## src/rtl/control_unit.sv

```systemverilog
`default_nettype none
// control_unit: four-state (FETCH/DECODE/EX1/EX2) instruction sequencer holding
// PC, IR and flags, with an 8-deep internal call/return stack of {PC, flags}.
module control_unit (
  input  logic        clk,
  input  logic        rst,
  input  logic [15:0] in_ir,
  input  logic [3:0]  in_alu_flags,
  output logic [15:0] out_ir,
  output logic [3:0]  out_flags,
  output logic [7:0]  out_cu_out,
  output logic [8:0]  out_pc,
  output logic        out_alu_enable_out,
  output logic        out_mbs_wr_enable,
  output logic        out_data_memory_read_enable,
  output logic        out_data_memory_wr_enable,
  output logic        out_data_memory_addr_wr_enable,
  output logic        out_reg_write_en,
  output logic        out_reg_read_en
);

  localparam logic [1:0] FETCH  = 2'd0;
  localparam logic [1:0] DECODE = 2'd1;
  localparam logic [1:0] EX1    = 2'd2;
  localparam logic [1:0] EX2    = 2'd3;

  localparam logic [4:0] OP_COPY   = 5'b01000;
  localparam logic [4:0] OP_SET    = 5'b01001;
  localparam logic [4:0] OP_JMP    = 5'b10000;
  localparam logic [4:0] OP_JMPEQ  = 5'b10001;
  localparam logic [4:0] OP_JMPNEQ = 5'b10010;
  localparam logic [4:0] OP_CALL   = 5'b10100;
  localparam logic [4:0] OP_RET    = 5'b10101;
  localparam logic [4:0] OP_GETF   = 5'b11000;
  localparam logic [4:0] OP_SELB   = 5'b11001;
  localparam logic [4:0] OP_WRITE  = 5'b11100;
  localparam logic [4:0] OP_READ   = 5'b11101;

  localparam int STACK_DEPTH = 8;
  localparam logic [3:0] SP_FULL = 4'd8;

  logic [1:0]  state;
  logic [1:0]  state_next;
  logic [15:0] ir;
  logic [8:0]  pc;
  logic [3:0]  flags;
  logic [12:0] stack_mem [STACK_DEPTH];
  logic [3:0]  sp;

  logic [4:0]  opcode;
  logic [8:0]  target;
  logic        is_alu;
  logic        is_valid;
  logic        is_two_ex;
  logic        jump_taken;
  logic        stack_full;
  logic        stack_empty;
  logic [12:0] stack_top;

  assign opcode      = ir[15:11];
  assign target      = ir[10:2];
  assign is_alu      = (opcode[4:3] == 2'b00);
  assign is_two_ex   = (opcode == OP_CALL) || (opcode == OP_WRITE) || (opcode == OP_READ);
  assign stack_full  = (sp == SP_FULL);
  assign stack_empty = (sp == 4'd0);
  // sp counts 0..8; the entry below sp is the top (sp=8 wraps to index 7)
  assign stack_top   = stack_mem[sp[2:0] - 3'd1];

  always_comb begin
    is_valid = is_alu;
    case (opcode)
      OP_COPY, OP_SET, OP_JMP, OP_JMPEQ, OP_JMPNEQ, OP_CALL, OP_RET,
      OP_GETF, OP_SELB, OP_WRITE, OP_READ: is_valid = 1'b1;
      default: ;
    endcase
  end

  always_comb begin
    jump_taken = 1'b0;
    case (opcode)
      OP_JMP:    jump_taken = 1'b1;
      OP_JMPEQ:  jump_taken = flags[0];
      OP_JMPNEQ: jump_taken = ~flags[0];
      default:   jump_taken = 1'b0;
    endcase
  end

  always_ff @(posedge clk) begin
    if (rst) state <= FETCH;
    else     state <= state_next;
  end

  always_comb begin
    state_next = FETCH;
    case (state)
      FETCH:   state_next = DECODE;
      DECODE:  state_next = is_valid ? EX1 : FETCH;
      EX1:     state_next = is_two_ex ? EX2 : FETCH;
      default: state_next = FETCH;
    endcase
  end

  always_ff @(posedge clk) begin
    if (rst) begin
      ir    <= 16'h0000;
      pc    <= 9'h000;
      flags <= 4'h0;
      sp    <= 4'd0;
    end else begin
      case (state)
        FETCH:  ir <= in_ir;
        DECODE: pc <= pc + 9'd1;
        EX1: begin
          if (is_alu) flags <= in_alu_flags;
          if (jump_taken) pc <= target;
          if (opcode == OP_CALL && !stack_full) sp <= sp + 4'd1;
          if (opcode == OP_RET) begin
            if (stack_empty) begin
              pc    <= 9'h000;
              flags <= 4'h0;
            end else begin
              pc    <= stack_top[12:4];
              flags <= stack_top[3:0];
              sp    <= sp - 4'd1;
            end
          end
        end
        default: if (opcode == OP_CALL) pc <= target;
      endcase
    end
  end

  always_ff @(posedge clk) begin
    if (!rst && state == EX1 && opcode == OP_CALL && !stack_full)
      stack_mem[sp[2:0]] <= {pc, flags};
  end

  always_comb begin
    out_cu_out                     = 8'h00;
    out_alu_enable_out             = 1'b0;
    out_mbs_wr_enable              = 1'b0;
    out_data_memory_read_enable    = 1'b0;
    out_data_memory_wr_enable      = 1'b0;
    out_data_memory_addr_wr_enable = 1'b0;
    out_reg_write_en               = 1'b0;
    out_reg_read_en                = 1'b0;
    if (state == EX1) begin
      if (is_alu) begin
        out_alu_enable_out = 1'b1;
        out_reg_write_en   = (ir[13:11] != 3'b111);
      end else begin
        case (opcode)
          OP_COPY: begin
            out_reg_read_en  = 1'b1;
            out_reg_write_en = 1'b1;
          end
          OP_SET: begin
            out_cu_out       = ir[7:0];
            out_reg_write_en = 1'b1;
          end
          OP_GETF: begin
            out_cu_out       = {4'b0000, flags};
            out_reg_write_en = 1'b1;
          end
          OP_SELB: begin
            out_cu_out        = {6'b000000, ir[10:9]};
            out_mbs_wr_enable = 1'b1;
          end
          OP_WRITE, OP_READ: begin
            out_cu_out                     = ir[7:0];
            out_data_memory_addr_wr_enable = 1'b1;
          end
          default: ;
        endcase
      end
    end else if (state == EX2) begin
      case (opcode)
        OP_WRITE: begin
          out_reg_read_en           = 1'b1;
          out_data_memory_wr_enable = 1'b1;
        end
        OP_READ: begin
          out_data_memory_read_enable = 1'b1;
          out_reg_write_en            = 1'b1;
        end
        default: ;
      endcase
    end
  end

  assign out_ir    = ir;
  assign out_flags = flags;
  assign out_pc    = pc;

endmodule
`default_nettype wire

```

## config.mk

```make
export PLATFORM = sky130hd
export DESIGN_NAME = control_unit
export DESIGN_NICKNAME = d
export VERILOG_FILES = /design/src/rtl/control_unit.sv
export SDC_FILE = /design/constraint.sdc
export NUM_CORES = 1
export LEC_CHECK = 0
export CAP_MARGIN = 5
export CORE_MARGIN = 8
export CORE_UTILIZATION = 45
export DETAILED_ROUTE_END_ITERATION = 6
export GPL_TIMING_DRIVEN = 0
export PLACE_DENSITY_LB_ADDON = 0.1
export SYNTH_ARGS = -nofsm -noshare
export SYNTH_HDL_FRONTEND = slang
export SYNTH_SLANG_ARGS = --single-unit
```

## constraint.sdc

```tcl
create_clock -name clk -period 3.9 [get_ports clk]
set_input_delay 0.78 -clock clk [delete_from_list [all_inputs] [get_ports clk]]
set_output_delay 0.78 -clock clk [all_outputs]
set_load 0.01 [all_outputs]
```

==> impl_metrics.env, run 1 <==
export IMPL_hold_buffers=0
export IMPL_ctsResizeCount=0
export IMPL_dieWidth_um=132.5
export IMPL_switching_share_pct=24.36
export IMPL_p_seq_share_pct=49.0
export IMPL_ioPinCount=66
export IMPL_period_share_pct=91.23
export IMPL_num_vias=4039
export IMPL_crit_arrival_ns=2.78
export IMPL_fillers=1104
export IMPL_worst_pin_slew_ns=0.9117
export IMPL_grt_pass1_wl_mm=23.38
export IMPL_die_height_um=132.5
export IMPL_clk_pin_slew_ns=0.06
export IMPL_p_comb_share_pct=9.1
export IMPL_antenna_found_initial=0
export IMPL_syn_nets=486
export IMPL_synthArstFlopShare_pct=0
export IMPL_synth_cell_types=54
export IMPL_yosys_area_share_simple_pct=11.22
export IMPL_cts_setup_buffers=0
export IMPL_synth_xor_area_share_pct=1.577
export IMPL_n_antenna_cell=0
export IMPL_seq_area_frac_synth_pct=62.57
export IMPL_grt_max_degree=17
export IMPL_postSynthAreaPerCell_um2=13.43
export IMPL_cts_htree_levels=4
export IMPL_final_cells=730
export IMPL_skew_ns=0.006633
export IMPL_initial_core_util_pct=46.15
export IMPL_holdWs_ns=0.5521
export IMPL_p_per_area_nw_per_um2=469.3
export IMPL_slew_headroom_pct=39.16
export IMPL_worst_ep_required_time_ns=3.12
export IMPL_synth_top_family_by_area="multiplexers"
export IMPL_tns_ns=0
export IMPL_synth_largest_area_cell="edfxtp_1"
export IMPL_ir_drop_mv=0.2962
export IMPL_finalHoldViolCount=0
export IMPL_crit_family="simple AND/OR/NAND/NOR gates"
export IMPL_r2r_cells=10
export IMPL_cts_max_path_buffers=2
export IMPL_critPathBufInv=2
export IMPL_report_final_setup_viol=0
export IMPL_max_freq_mhz=281.0
export IMPL_numCtsBuffers=17
export IMPL_synth_seq_cells=139
export IMPL_synth_top_area_share_pct=51.11
export IMPL_yosysWarnings=0
export IMPL_stdcell_area_um2=7577
export IMPL_cp_num_cells=6
export IMPL_outcome="complete, no violations"
export IMPL_final_min_clock_period_ns=3.558
export IMPL_placed_area_um2=7028
export IMPL_fin_nets=572
export IMPL_syn_inst=455
export IMPL_numPortBuffers=64
export IMPL_max_stage_delay_ns=0.57
export IMPL_rsz0062_at_grt="false"
export IMPL_cts_sinks=139
export IMPL_fp_coreArea_um2=13240
export IMPL_dpl_hpwl_mm=10.23
export IMPL_antenna_left=0
export IMPL_via_per_inst=5.533
export IMPL_synth_mux_area_share_pct=12.76
export IMPL_ff2ff_setup_slack_ns=0.71
export IMPL_rows=42
export IMPL_synth_area_top_cells="edfxtp_1 (51%), dfxtp_1 (11%), mux4_2 (8.8%), nor2_1 (3.3%), mux2i_1 (3.1%)"
export IMPL_switching_power_w=0.0008663
export IMPL_firstDrtPassIters=5
export IMPL_drc_errors=0
export IMPL_drv_cap=0
export IMPL_wire_per_inst_um=20.43
export IMPL_cp_end_kind="primary output"
export IMPL_p_leak_nw=2.609
export IMPL_cp_max_fo=10
export IMPL_drtIter0Drc=318
export IMPL_syn2layout_area_growth_pct=24.00
export IMPL_worstHoldPathType="flip-flop to flip-flop"
export IMPL_drive_gt1_share_pct=15.34
export IMPL_synthesis_area_um2=6111
export IMPL_grt_overflow=0
export IMPL_wirelength_mm=14.92
export IMPL_clk_latency_ns=0.41
export IMPL_place_congestion=0.8680
export IMPL_worstHoldPathCells=2
export IMPL_synthFlopType="edfxtp_1"
export IMPL_synth_edf_count=104
export IMPL_intPower_w=0.002689
export IMPL_cp_start_kind="flip-flop"
export IMPL_cp_slowest_cell="clkdlybuf4s50_1"
export IMPL_dieArea_um2=17560
export IMPL_multi_input_area_um2=2163
export IMPL_clkPwrFrac_pct=41.9
export IMPL_cts_tree="built"
export IMPL_synth_compound_area_share_pct=7.637
export IMPL_grt_pass1_vias=4226
export IMPL_clockRootBuffer="clkbuf_16"
export IMPL_crit_chain="clkbuf_1, nor3b_1, nor2b_1, a22oi_1, nor2_1, clkdlybuf4s50_1"
export IMPL_placed_cells=698
export IMPL_slew_viol_final=0
export IMPL_area_sequential_um2=3824
export IMPL_crit_type="flip-flop to primary output"
export IMPL_track_usage_pct=17.27
export IMPL_yosys_area_share_adder_pct=1.843
-- metal layers --
metal / part of all wire [%] / up-vias / track usage [%]
met5: 0 / - / 0
met4: 1.1 / 0 / 6.120
li1: - / 1901 / -
met1: 45 / 2009 / 22.41
met3: 6.3 / 11 / 5.337
met2: 48 / 118 / 26.77
-- worst paths after layout --
kind | start | endpoint
worst max-delay path | out_ir[15] | out_cu_out[3]
worst min-delay path | out_ir[0] | out_ir[0]
worst max register to register | sp[0] | out_pc[3]
worst min register to register | out_ir[0] | out_ir[0]
-- stage by stage --
stage	setup WS [ns]	utilization [%]	total power (W)
after detailed placement	0.6979	53.07	0.002098
after global placement	-0.07038	52.65	0.002091
final	0.3419	57.22	0.003556
after floorplan	1.123	-	0.001927
after global routing	0.09779	57.22	0.003686
after CTS	0.2766	57.22	0.003582
-- Yosys cell counts, types with 10 or more instances --
library cell  instances
o21ai_0              19
clkbuf_1             12
nand2_1              40
a21oi_1              19
dfxtp_1              35
mux4_2               24
mux2i_1              19
nand3_1              10
nor2_1               53
edfxtp_1            104
-- cell usage in the layout, fill, tap and decap left out, types with 6 or more instances in the layout --
master           instances
xor2_1                   6
nand4_1                  6
nor3_1                   6
clkbuf_16               17
clkbuf_1                13
o21ai_0                 19
dfxtp_1                 35
nand2_1                 40
edfxtp_1               104
nand3_1                 10
inv_1                    9
ha_1                     9
mux2i_1                 19
buf_2                    9
a21oi_1                 19
nor2_1                  48
and2_1                   6
mux4_2                  24
clkdlybuf4s50_1         64
-- registers in the layout (all words and copies together) (netlist names) --
register and count:
out_flags 4, sp 4, state 2, out_pc 9, out_ir 16, stack_mem 104
-- worst register-to-register path, cell delays in order (launching register included) --
cell and delay (ns):
dfxtp_1 0.33, buf_2 0.17, buf_2 0.29, inv_1 0.14
ha_1 0.41, buf_1 0.53, mux4_2 0.41, nand2_1 0.08
a21oi_1 0.13, a2111oi_0 0.50, nor2_1 0.09
-- power groups by stage --
stage | registers (W) | clock network [W] | logic [W]
final | 0.00174 | 0.00149 | 0.000323
after global routing | 0.00176 | 0.00158 | 0.000354
after CTS | 0.00174 | 0.00151 | 0.000326
after detailed placement | 0.00177 | 0 | 0.000324
after global placement | 0.00177 | 0 | 0.000320
after floorplan | 0.00176 | 0 | 0.000169
-- layout make-up --
class | instances | area share, %
buffer | 24 | 1.486
clock buffer | 18 | 5.664
clock inverter | 14 | 1.585
inverter | 9 | 0.4458
multi-input combinational | 283 | 28.55
sequential | 139 | 50.46
tap | 176 | 2.906
timing repair buffer | 67 | 8.900
-- logic make-up (layout without fill, tap and decap cells) --
family	after synthesis	count (layout)
multiplexers	47	47
AND/OR/NAND/NOR	145	145
flip-flops	139	139
XOR/XNOR	11	11
buffers and inverters	33	132
adder cells (fa/ha/maj)	9	9
AO/OA/AOI/OAI	71	71
(Power assumes the default switching activity.)
==> run 2, diff against run 1 <==
--- a/config.mk
+++ b/config.mk
@@ -9,7 +9,7 @@
 export CORE_MARGIN = 8
 export CORE_UTILIZATION = 45
 export DETAILED_ROUTE_END_ITERATION = 6
-export GPL_TIMING_DRIVEN = 0
+export GPL_TIMING_DRIVEN = 1
 export PLACE_DENSITY_LB_ADDON = 0.1
 export SYNTH_ARGS = -nofsm -noshare
 export SYNTH_HDL_FRONTEND = slang
==> impl_metrics.env, run 2 (same netlist as run 1, synthesis figures left out) <==
export IMPL_dieArea_um2=17560
export IMPL_cp_end_kind="primary output"
export IMPL_slew_headroom_pct=34.93
export IMPL_drive_gt1_share_pct=14.18
export IMPL_period_share_pct=88.53
export IMPL_skew_ns=0.005969
export IMPL_cts_sinks=139
export IMPL_cts_setup_buffers=0
export IMPL_rsz0062_at_grt="false"
export IMPL_p_leak_nw=2.617
export IMPL_cts_tree="built"
export IMPL_cts_max_path_buffers=2
export IMPL_layout_commonest_cell="edfxtp_1"
export IMPL_clk_latency_ns=0.42
export IMPL_worst_ep_required_time_ns=3.12
export IMPL_drv_cap=0
export IMPL_dieWidth_um=132.5
export IMPL_tns_ns=0
export IMPL_cts_htree_levels=4
export IMPL_grt_max_degree=33
export IMPL_worstHoldPathCells=2
export IMPL_largest_reg_flops=104
export IMPL_grt_overflow=0
export IMPL_r2r_cells=7
export IMPL_crit_type="flip-flop to primary output"
export IMPL_clockRootBuffer="clkbuf_16"
export IMPL_p_per_area_nw_per_um2=483.3
export IMPL_wirelength_mm=14.58
export IMPL_die_height_um=132.5
export IMPL_dpl_hpwl_mm=9.827
export IMPL_track_usage_pct=17.20
export IMPL_firstDrtPassIters=5
export IMPL_clk_pin_slew_ns=0.06
export IMPL_fillers=1118
export IMPL_via_per_inst=5.634
export IMPL_worst_pin_slew_ns=0.9761
export IMPL_grt_pass1_wl_mm=23.41
export IMPL_layout_common_cells="edfxtp_1 (104), clkdlybuf4s50_1 (65), nor2_1 (53)"
export IMPL_numCtsBuffers=17
export IMPL_num_vias=4051
export IMPL_place_congestion=0.7861
export IMPL_utilization_pct=57.22
export IMPL_syn2layout_area_growth_pct=24.00
export IMPL_cp_max_fo=11
export IMPL_drc_errors=0
export IMPL_worstHoldPathType="flip-flop to flip-flop"
export IMPL_grt_pass1_vias=4150
export IMPL_max_freq_mhz=289.6
export IMPL_ir_drop_mv=0.2035
export IMPL_ioPinCount=66
export IMPL_fin_nets=561
export IMPL_fp_coreArea_um2=13240
export IMPL_crit_arrival_ns=2.67
export IMPL_antenna_left=0
export IMPL_report_final_setup_viol=0
export IMPL_outcome="complete, no violations"
export IMPL_slew_viol_final=0
export IMPL_finalHoldViolCount=0
export IMPL_rows=42
export IMPL_initial_core_util_pct=46.15
export IMPL_numPortBuffers=65
export IMPL_n_antenna_cell=0
export IMPL_antenna_found_initial=0
export IMPL_cp_start_kind="flip-flop"
export IMPL_ctsResizeCount=0
export IMPL_wire_per_inst_um=20.27
export IMPL_final_min_clock_period_ns=3.453
export IMPL_hold_buffers=0
export IMPL_drtIter0Drc=420
-- run 2: cell types whose count changed in the layout (fill, tap and decap cells not counted), moves of 2 or more --
cell and delta:
buf_4 +13, buf_2 -9, clkbuf_1 -9, nor2_1 +5, nor2_2 -5, clkinv_2 -4
buf_6 -2, bufinv_16 +2, clkinv_1 +2, clkinvlp_4 -2, inv_6 -2
-- run 2: area by class of cell --
| class | count | area (µm²) | area share, % |
|---|---|---|---|
| Sequential cell | 139 | 3825 | 50.48 |
| Multi-Input combinational cell | 283 | 2151 | 28.39 |
| Timing Repair Buffer | 80 | 763.2 | 10.07 |
| Clock buffer | 21 | 440.4 | 5.812 |
| Tap cell | 176 | 220.2 | 2.906 |
| Clock inverter | 11 | 143.9 | 1.899 |
| Inverter | 9 | 33.78 | 0.4458 |
-- run 2: layer usage --
metal / vias to the layer above / share of wire [%] / global-route usage [%]
li1: 1879 / - / -
met1: 2027 / 46 / 22.68
met2: 135 / 47 / 26.52
met3: 10 / 6.8 / 5.867
met4: 0 / 0.87 / 4.606
met5: - / 0 / 0
-- run 2: worst max-delay path, stage by stage (launching register included) --
cell and delay (ns):
dfxtp_1 0.58, nand2b_1 0.18, nor3b_1 0.47, nor2b_1 0.23, a22oi_1 0.08, nor2_1 0.15
clkdlybuf4s50_1 0.56
-- run 2: path summary, 6_finish.rpt --
path	slack, ns	end	from
worst max register to register	1.09	stack_mem[7][8]	state[0]
worst max-delay path	0.45	out_cu_out[3]	out_ir[14]
worst min-delay path	0.55	out_ir[0]	out_ir[0]
worst min register to register	0.55	out_ir[0]	out_ir[0]
-- run 2: power by group --
group | internal [W] | leakage, nW | switching [W]
clock network | 0.00100 | 0.277 | 0.000600
logic | 0.000156 | 1.10 | 0.000143
registers | 0.00165 | 1.24 | 0.000106
-- run 2: through the flow --
step | instances | hold slack [ns] | instance area (µm²) | total power (W) | worst slack [ns]
2_1_floorplan | 455 | 0.4985 | 6111 | 0.001927 | 1.123
3_3_place_gp | 687 | 0.5199 | 6993 | 0.002083 | 0.8781
3_5_place_dp | 687 | 0.5342 | 6993 | 0.002092 | 0.8289
4_1_cts | 719 | 0.5505 | 7577 | 0.003686 | 0.3714
5_1_grt | 719 | 0.5667 | 7577 | 0.003786 | 0.1549
6_report | 719 | 0.5464 | 7577 | 0.003662 | 0.4474
==> run 3, diff against run 2 <==
--- a/config.mk
+++ b/config.mk
@@ -11,6 +11,7 @@
 export DETAILED_ROUTE_END_ITERATION = 6
 export GPL_TIMING_DRIVEN = 1
 export PLACE_DENSITY_LB_ADDON = 0.1
+export SLEW_MARGIN = 40
 export SYNTH_ARGS = -nofsm -noshare
 export SYNTH_HDL_FRONTEND = slang
 export SYNTH_SLANG_ARGS = --single-unit
==> impl_metrics.env, run 3 (same netlist as run 1, synthesis figures left out) <==
export IMPL_outcome="complete, no violations"
export IMPL_final_min_clock_period_ns=3.560
export IMPL_tns_ns=0
export IMPL_dpl_hpwl_mm=9.770
export IMPL_p_per_area_nw_per_um2=475.1
export IMPL_grt_overflow=0
export IMPL_syn2layout_area_growth_pct=23.61
export IMPL_via_per_inst=5.563
export IMPL_cts_sinks=139
export IMPL_n_antenna_cell=0
export IMPL_slew_headroom_pct=49.25
export IMPL_ir_drop_mv=0.2185
export IMPL_hold_buffers=0
export IMPL_crit_type="flip-flop to primary output"
export IMPL_wire_per_inst_um=20.38
export IMPL_p_comb_share_pct=8.4
export IMPL_worst_ep_required_time_ns=3.12
export IMPL_utilization_pct=57.04
export IMPL_cp_max_fo=11
export IMPL_cts_tree="built"
export IMPL_crit_arrival_ns=2.78
export IMPL_layout_commonest_cell="edfxtp_1"
export IMPL_die_height_um=132.5
export IMPL_firstDrtPassIters=4
export IMPL_worstHoldPathType="flip-flop to flip-flop"
export IMPL_ff2ff_setup_slack_ns=1.03
export IMPL_worstHoldStart="out_ir[0]"
export IMPL_finalHoldViolCount=0
export IMPL_period_share_pct=91.29
export IMPL_grtUsageMet1_pct=22.32
export IMPL_cts_htree_levels=4
export IMPL_clk_latency_ns=0.42
export IMPL_dieWidth_um=132.5
export IMPL_fin_nets=561
export IMPL_p_leak_nw=2.608
export IMPL_worstHoldPathCells=2
export IMPL_cts_setup_buffers=0
export IMPL_antenna_left=0
export IMPL_numCtsBuffers=17
export IMPL_cp_end_kind="primary output"
export IMPL_grt_pass1_wl_mm=23.25
export IMPL_drv_cap=0
export IMPL_worst_slack_ns=0.3396
export IMPL_switching_share_pct=23.60
export IMPL_min_to="out_ir[0]"
export IMPL_place_ws_ns=0.8524
export IMPL_cp_start_kind="flip-flop"
export IMPL_drive_gt1_share_pct=14.94
export IMPL_worst_pin_slew_ns=0.7572
export IMPL_multi_input_area_um2=2153
export IMPL_switching_power_w=0.0008470
export IMPL_ioPinCount=66
export IMPL_fillers=1100
export IMPL_wirelength_mm=14.63
export IMPL_use_met3_pct=4.845
export IMPL_rows=42
export IMPL_clk_pin_slew_ns=0.06
export IMPL_max_freq_mhz=280.9
export IMPL_numPortBuffers=65
export IMPL_track_usage_pct=17.13
export IMPL_top_usage_layer="met2"
export IMPL_cts_max_path_buffers=2
export IMPL_skew_ns=0.007868
export IMPL_grt_max_degree=33
export IMPL_slew_viol_final=0
export IMPL_r2r_cells=7
export IMPL_area_sequential_um2=3825
export IMPL_r2r_start="state[0]"
export IMPL_reg2reg_to="stack_mem[0][5]"
export IMPL_intPower_w=0.002742
export IMPL_place_congestion=0.7861
export IMPL_dieArea_um2=17560
export IMPL_p_seq_share_pct=49.0
export IMPL_antenna_found_initial=0
export IMPL_initial_core_util_pct=46.15
export IMPL_layout_common_cells="edfxtp_1 (104), clkdlybuf4s50_1 (65), nor2_1 (53)"
export IMPL_clkPwrFrac_pct=42.6
export IMPL_drtIter0Drc=350
export IMPL_fp_coreArea_um2=13240
export IMPL_report_final_setup_viol=0
export IMPL_clockRootBuffer="clkbuf_16"
export IMPL_drc_errors=0
export IMPL_largest_reg_flops=104
export IMPL_rsz0062_at_grt="false"
export IMPL_grtUsageMet2_pct=26.77
export IMPL_num_vias=3994
export IMPL_ctsResizeCount=0
export IMPL_grt_pass1_vias=4122
## run 3: how the worst max path moves through the flow
stage | start | cells past startpoint | slack, ns | endpoint
CTS | out_ir[14] | 6 | 0.36 | out_cu_out[2]
floorplan | sp[0] | 8 | 1.12 | stack_mem[1][0]
global placement | out_ir[14] | 6 | 0.88 | out_cu_out[2]
global route | state[0] | 6 | 0.19 | out_cu_out[5]
finish | out_ir[14] | 6 | 0.34 | out_cu_out[2]
detailed placement | out_ir[14] | 6 | 0.85 | out_cu_out[2]
## run 3: cell type report
class | count | area share (%)
clock inverter | 12 | 1.656
multi-input combinational | 283 | 28.51
tap | 176 | 2.915
inverter | 9 | 0.4472
clock buffer | 19 | 5.731
sequential | 139 | 50.64
timing repair buffer | 80 | 10.10
## run 3: worst max-delay path: stages, from the launching register on
cell	delay (ns)
dfxtp_1	0.60
nand2b_1	0.19
nor3b_1	0.51
nor2b_1	0.25
a22oi_1	0.10
nor2_1	0.15
clkdlybuf4s50_1	0.56
## run 3: power groups by stage
stage               Sequential [W]  Clock (W)  Combinational, W
floorplan                  0.00176          0          0.000169
global placement           0.00178          0          0.000299
detailed placement         0.00179          0          0.000301
CTS                        0.00176    0.00155          0.000303
global route               0.00177    0.00161          0.000327
finish                     0.00176    0.00153          0.000300
## run 3: metal layers
layer	up-vias	share of wire, %
li1	1876	-
met3	16	5.7
met4	0	1.5
met2	111	47
met1	1991	46
met5	-	0
## run 3: stage by stage
| stage | std cells | hold slack, ns | total power (W) | instance area [µm²] |
|---|---|---|---|---|
| floorplan | 455 | 0.4985 | 0.001927 | 6111 |
| global placement | 687 | 0.5199 | 0.002083 | 6993 |
| detailed placement | 687 | 0.5292 | 0.002092 | 6995 |
| CTS | 718 | 0.5474 | 0.003617 | 7553 |
| global route | 718 | 0.5674 | 0.003710 | 7553 |
| finish | 718 | 0.5390 | 0.003589 | 7553 |
